`config.mk`:
```
export PLATFORM = sky130hd
export DESIGN_NAME = bitty_fetch_unit
export DESIGN_NICKNAME = d
export VERILOG_FILES = /design/src/rtl/bitty_fetch_unit.sv
export SDC_FILE = /design/constraint.sdc
export NUM_CORES = 1
export LEC_CHECK = 0
export ABC_AREA = 0
export BUFFER_PORTS_ARGS = -buffer_cell sky130_fd_sc_hd__buf_2
export CORE_AREA = 2 2 107 109
export CTS_CLUSTER_DIAMETER = 150
export DETAILED_ROUTE_END_ITERATION = 7
export DIE_AREA = 0 0 109 111
export PLACE_DENSITY = 0.61
export SLEW_MARGIN = 20
export SYNTH_ARGS = -nofsm -noshare
export SYNTH_HDL_FRONTEND = slang
export SYNTH_SLANG_ARGS = --single-unit
```
`constraint.sdc`:
```
create_clock -name clk -period 3.6 [get_ports clk]
set_input_delay 0.72 -clock clk [delete_from_list [all_inputs] [get_ports clk]]
set_output_delay 0.72 -clock clk [all_outputs]
set_load 0.05 [all_outputs]
```
`src/rtl/bitty_fetch_unit.sv`:
```
// Instruction fetch unit for the BittyPro control unit.
// Owns the PC, fetches 16-bit words, holds inst stable for the decoder, and
// prefetches one word during execution so consecutive instructions issue with
// no bubble. Fetching HALT_INST stops the unit until reset.
//
// state   | meaning
// --------+-------------------------------------------------------------
// S_IDLE  | stopped, waiting for run
// S_REQ   | one-cycle read strobe for the word at pc
// S_WAIT  | read outstanding, no instruction under execution
// S_EXEC  | decoder executing inst; one prefetch may be in flight/buffered
// S_DRAIN | run dropped with a read in flight; swallow the return
// S_HALT  | HALT_INST fetched; sticky until reset
module bitty_fetch_unit #(
  parameter int                 ADDR_W    = 8,
  parameter logic [ADDR_W-1:0]  RESET_PC  = '0,
  parameter logic [15:0]        HALT_INST = 16'hFFFF
) (
  input  logic              clk,
  input  logic              reset,
  input  logic              run_i,
  output logic              mem_rd_o,
  output logic [ADDR_W-1:0] mem_addr_o,
  input  logic [15:0]       mem_rdata_i,
  input  logic              mem_rvalid_i,
  output logic [15:0]       inst_o,
  output logic              inst_valid_o,
  output logic              cu_hold_o,
  input  logic              done_i,
  output logic [ADDR_W-1:0] pc_o,
  output logic              halted_o,
  output logic [15:0]       retired_o
);

  typedef enum logic [2:0] {
    S_IDLE, S_REQ, S_WAIT, S_EXEC, S_DRAIN, S_HALT
  } state_t;

  state_t              state_q, state_d;
  logic [ADDR_W-1:0]   pc_q, pc_d;
  logic [15:0]         inst_q, inst_d;
  logic                inst_valid_q, inst_valid_d;
  logic                halted_q, halted_d;
  logic [15:0]         retired_q, retired_d;
  logic                pf_valid_q, pf_valid_d;
  logic [15:0]         pf_buf_q, pf_buf_d;
  logic [ADDR_W-1:0]   pf_addr_q, pf_addr_d;
  logic                pf_issued_q, pf_issued_d;
  logic                rd_out_q, rd_out_d;

  logic                rv;
  logic                issue;
  logic                take;
  logic [15:0]         nxt_word;

  // A return only counts when we actually have a read in flight.
  assign rv = mem_rvalid_i & rd_out_q;

  // Next-state and output decode.
  always_comb begin
    state_d      = state_q;
    pc_d         = pc_q;
    inst_d       = inst_q;
    inst_valid_d = inst_valid_q;
    halted_d     = halted_q;
    retired_d    = retired_q;
    pf_valid_d   = pf_valid_q;
    pf_buf_d     = pf_buf_q;
    pf_addr_d    = pf_addr_q;
    pf_issued_d  = pf_issued_q;
    rd_out_d     = rd_out_q;
    mem_rd_o     = 1'b0;
    mem_addr_o   = '0;
    issue        = 1'b0;
    take         = pf_valid_q | rv;
    nxt_word     = pf_valid_q ? pf_buf_q : mem_rdata_i;

    case (state_q)
      S_IDLE: begin
        if (run_i) state_d = S_REQ;
      end

      S_REQ: begin
        mem_rd_o   = 1'b1;
        mem_addr_o = pc_q;
        pc_d       = pc_q + ADDR_W'(1);
        rd_out_d   = 1'b1;
        state_d    = S_WAIT;
      end

      S_WAIT: begin
        if (rv) begin
          rd_out_d = 1'b0;
          if (mem_rdata_i == HALT_INST) begin
            halted_d     = 1'b1;
            inst_valid_d = 1'b0;
            state_d      = S_HALT;
          end else begin
            inst_d       = mem_rdata_i;
            inst_valid_d = 1'b1;
            pf_valid_d   = 1'b0;
            pf_issued_d  = 1'b0;
            state_d      = S_EXEC;
          end
        end
      end

      S_EXEC: begin
        // Only one prefetch per instruction; pf_addr remembers where it came
        // from so a stop can rewind the PC and refetch it later.
        issue = run_i & ~pf_valid_q & ~rd_out_q & ~pf_issued_q;
        if (issue) begin
          mem_rd_o    = 1'b1;
          mem_addr_o  = pc_q;
          pc_d        = pc_q + ADDR_W'(1);
          pf_addr_d   = pc_q;
          pf_issued_d = 1'b1;
          rd_out_d    = 1'b1;
        end
        if (rv) begin
          pf_valid_d = 1'b1;
          pf_buf_d   = mem_rdata_i;
          rd_out_d   = 1'b0;
        end
        if (done_i) begin
          retired_d = retired_q + 16'd1;
          if (!run_i) begin
            if (pf_issued_q) pc_d = pf_addr_q;
            pf_valid_d   = 1'b0;
            pf_issued_d  = 1'b0;
            inst_valid_d = 1'b0;
            state_d      = (rd_out_q && !rv) ? S_DRAIN : S_IDLE;
          end else if (take) begin
            // Buffered word, or the return arriving this very cycle.
            pf_valid_d  = 1'b0;
            pf_issued_d = 1'b0;
            if (nxt_word == HALT_INST) begin
              inst_valid_d = 1'b0;
              halted_d     = 1'b1;
              state_d      = S_HALT;
            end else begin
              inst_d = nxt_word;
            end
          end else if (rd_out_q || issue) begin
            pf_issued_d  = 1'b0;
            inst_valid_d = 1'b0;
            state_d      = S_WAIT;
          end else begin
            inst_valid_d = 1'b0;
            state_d      = S_REQ;
          end
        end
      end

      S_DRAIN: begin
        if (rv) begin
          rd_out_d = 1'b0;
          state_d  = S_IDLE;
        end
      end

      S_HALT: begin
        inst_valid_d = 1'b0;
      end

      default: state_d = S_IDLE;
    endcase
  end

  // State register with synchronous reset.
  always_ff @(posedge clk) begin
    if (reset) begin
      state_q      <= S_IDLE;
      pc_q         <= RESET_PC;
      inst_q       <= '0;
      inst_valid_q <= 1'b0;
      halted_q     <= 1'b0;
      retired_q    <= '0;
      pf_valid_q   <= 1'b0;
      pf_buf_q     <= '0;
      pf_addr_q    <= '0;
      pf_issued_q  <= 1'b0;
      rd_out_q     <= 1'b0;
    end else begin
      state_q      <= state_d;
      pc_q         <= pc_d;
      inst_q       <= inst_d;
      inst_valid_q <= inst_valid_d;
      halted_q     <= halted_d;
      retired_q    <= retired_d;
      pf_valid_q   <= pf_valid_d;
      pf_buf_q     <= pf_buf_d;
      pf_addr_q    <= pf_addr_d;
      pf_issued_q  <= pf_issued_d;
      rd_out_q     <= rd_out_d;
    end
  end

  assign inst_o       = inst_q;
  assign inst_valid_o = inst_valid_q;
  assign cu_hold_o    = ~inst_valid_q;
  assign pc_o         = pc_q;
  assign halted_o     = halted_q;
  assign retired_o    = retired_q;

endmodule

```
==> metrics.md <==
| Metric | Value |
|---|---|
| Outcome | complete, no violations |
| Port Buf Inserts | 72 |
| Syn Area/Cell | 7.77 sq um |
| EDFF count, synth | 0 |
| Initial DRC count | 242 |
| Clk_skew | 0.0108 ns |
| Critical path's slowest cell | or4b_4 |
| Clock share of power | 32.4% |
| Number of synthesized register bits | 72 |
| Num Clock Sinks | 72 |
| WP data required | 2.88 ns |
| DR vias | 3557 |
| Worst skew pair latency | 0.33 ns |
| Hpwl dp | 6.77 mm |
| Remaining Overflow, GRT | 0 |
| Top FF cell, synth | dfxtp_1 |
| Largest net degree at the start of global routing | 49 |
| Final period util | 84.2% |
| Final WL | 9.59 mm |
| CTS tree | yes |
| Final hold viol count | 0 |
| Met2 WL | 4.66 mm |
| Filler cells | 1143 |
| Root Driver | clkbuf_16 |
| P_sw | 903 uW |
| Worst-path clk slew | 0.05 ns |
| Sw frac | 37.4% |
| Crit-path cells | buf_2 > or4b_4 > and2_2 > nor2_4 > and2_1 > buf_2 |
| M1 wire length | 4.35 mm |
| CP Capture Type | output port |
| Vias/cell | 5.19 |
| Syn_nets | 506 |
| Hold_buf cts | 0 |
| MaxCap Viol Count | 0 |
| Post-cts resize count | 0 |
| DR WL met3 | 447 microns |
| H-tree Lvls | 3 |
| Layout cell share with drive strength beyond 1 | 19.0% |
| Die Y | 111 microns |
| CP arrival | 2.31 ns |
| Worst IR Drop VDD | 0.252 mV |
| Leading cell type in the layout, fill and taps excluded | nand2_1 |
| Critical path's largest stage delay | 0.56 ns |
| Core Box Area | 11100 sq um |
| Fin. max-slew vios | 0 |
| Vias in the first global route | 3415 |
| Final setup fails | 0 |
| First-pass GRT wire length | 16.5 mm |
| Top cell by count, worst path | buf_2 |
| Seq pwr share | 39.4% |
| Syn Inst Count | 482 |
| Global Route Usage Sum | 16.7% |
| Fmax | 0.330 GHz |
| Drt pass-1 iters | 4 |
| Synthesized area | 3750 sq um |
| TritonCTS buffer count | 9 |
| Seq/Total Area, Yosys | 38.5% |
| Crit-path max FO | 12 |
| GPL Wtd Cong | 0.912 |
| Critical path class | input pin to output port |
| Initial core utilization | 33.8% |
| Cell variety after synth | 59 |
| Fin crit period | 3.03 ns |
| DRC | 0 |
| Initial antenna violation count | 0 |
| Power per cell area | 553 nW/um^2 |
| Top delay family on crit path | simple AND/OR/NAND/NOR gates |
| Area of the multi-input gates | 2070 sq um |
| Area of the die | 12100 sq um |
| CTS Buffer Depth | 2 |
| P_leak | 0.00171 uW |
| Yosys Warn Count | 0 |
| Hold WC Path Type | register to register |
| Least-Margin Pin Slew | 0.864 ns |
| Startpoint types | input pin |
| Row count | 39 |
| Relative slew slack | 42.4% |
| Register area | 1440 sq um |
| Post-DRT Antenna Nets | 0 |
| Most frequent cells in the layout | 111 x nand2_1, 72 x dfxtp_1, 72 x buf_2, 48 x a21oi_1, 35 x nor2_1 |
| Top Layer Used | met4 |
| Pint | 1510 uW |
| Power, Total | 2410 uW |
| Final layout net count | 563 |
| WL/cell | 14.0 microns |
| Chip Width | 109 microns |
| Post-CTS setup repair buffer count | 0 |
| Logic pwr share | 28.2% |
| # IOs | 73 |
| FFs w/ async S/R, synth | 0% |
| Antenna Cells | 0 |
| Setup tns final | 0 ns |
| RSZ-0062 raised after global routing | false |
| Worst Path Buf+Inv | 2 |
| Layout area overhead | 16.6% |
state kept, by name, indices dropped and copies added (netlist names):
signal	flops
state_q	3
rd_out_q	1
inst_o	16
pc_o	8
inst_valid_o	1
retired_o	16
pf_valid_q	1
pf_issued_q	1
pf_buf_q	16
halted_o	1
pf_addr_q	8
power by group through the flow:
stage	Combinational, uW	Sequential (uW)	Clock [uW]
2_1_floorplan	505	1020	0
3_3_place_gp	669	966	0
3_5_place_dp	677	970	0
4_1_cts	679	953	806
5_1_grt	745	968	833
6_report	680	953	782
synthesized netlist by cell type (2+ instances only):
library cell,count,area share (%)
nand2_1,111,11
dfxtp_1,72,38
a21oi_1,48,6.4
nor2_1,35,3.5
a31oi_1,22,3.7
o21a_1,18,3.6
nand3_1,14,1.9
xor2_1,14,3.3
o21ai_0,13,1.7
clkbuf_1,12,1.2
nand4_1,10,1.7
nor3_1,10,1.3
and2_1,8,1.3
and3_1,7,1.2
buf_6,7,2.1
buf_4,5,1.0
inv_1,5,0.50
or3_1,5,0.84
xnor2_1,5,1.2
a211oi_1,4,0.80
buf_2,4,0.53
ha_1,3,1.0
nand2_2,3,0.50
nand3b_1,3,0.60
a311oi_1,2,0.47
and3b_1,2,0.47
and4_1,2,0.47
nand2b_1,2,0.33
nor2b_1,2,0.33
nor3b_1,2,0.40
nor4_1,2,0.33
o211ai_1,2,0.40
o21ai_1,2,0.27
layout make-up:
class	instances	area share (%)
Clock buffer	11	5.33
Clock inverter	3	0.487
Inverter	6	0.630
Multi-Input combinational cell	373	47.4
Sequential cell	72	33.0
Tap cell	143	4.10
Timing Repair Buffer	77	9.11
metal layers:
layer | vias to the layer above | track usage [%]
li1 | 1796 | -
met5 | - | 0
met3 | 11 | 3.17
met4 | 0 | 6.50
met2 | 92 | 27.4
met1 | 1658 | 21.6
cell families after synthesis:
kind of cell | count (synthesis) | share of synthesized area (%)
muxes | 1 | 0.267
adders and majority gates | 3 | 1.00
buffers and inverters | 37 | 6.31
AOI/OAI and AO/OA | 125 | 21.2
xor gates and xnor gates | 19 | 4.44
DFF | 72 | 38.5
and+or+nand+nor | 225 | 28.3
through the flow:
step	instances	utilization, %	setup slack [ns]	hold WS, ns	cell area (sq um)
2_1_floorplan	482	-	0.591	0.433	3750
3_3_place_gp	671	37.1	0.645	0.444	4110
3_5_place_dp	671	37.1	0.565	0.447	4110
4_1_cts	685	39.4	0.562	0.460	4370
5_1_grt	685	39.4	0.479	0.472	4370
6_report	685	39.4	0.567	0.457	4370
worst reg2reg max path: stages, from the launching register on:
cell	delay (ns)
dfxtp_1	0.69
and3b_1	0.60
nand3_1	0.29
nor3_1	0.47
nand3_1	0.16
xor2_1	0.16
nor2_1	0.05
final timing paths:
path / start / to / slack (ns) / cells past startpoint
worst max-delay path: run_i / mem_addr_o[2] / 0.57 / 6
worst min-delay path: pf_addr_q[5] / pf_addr_q[5] / 0.46 / 2
worst max register to register: state_q[0] / retired_o[15] / 1.07 / 6
worst min register to register: pf_addr_q[5] / pf_addr_q[5] / 0.46 / 2
No activity file was read; power rests on OpenSTA's default activity.
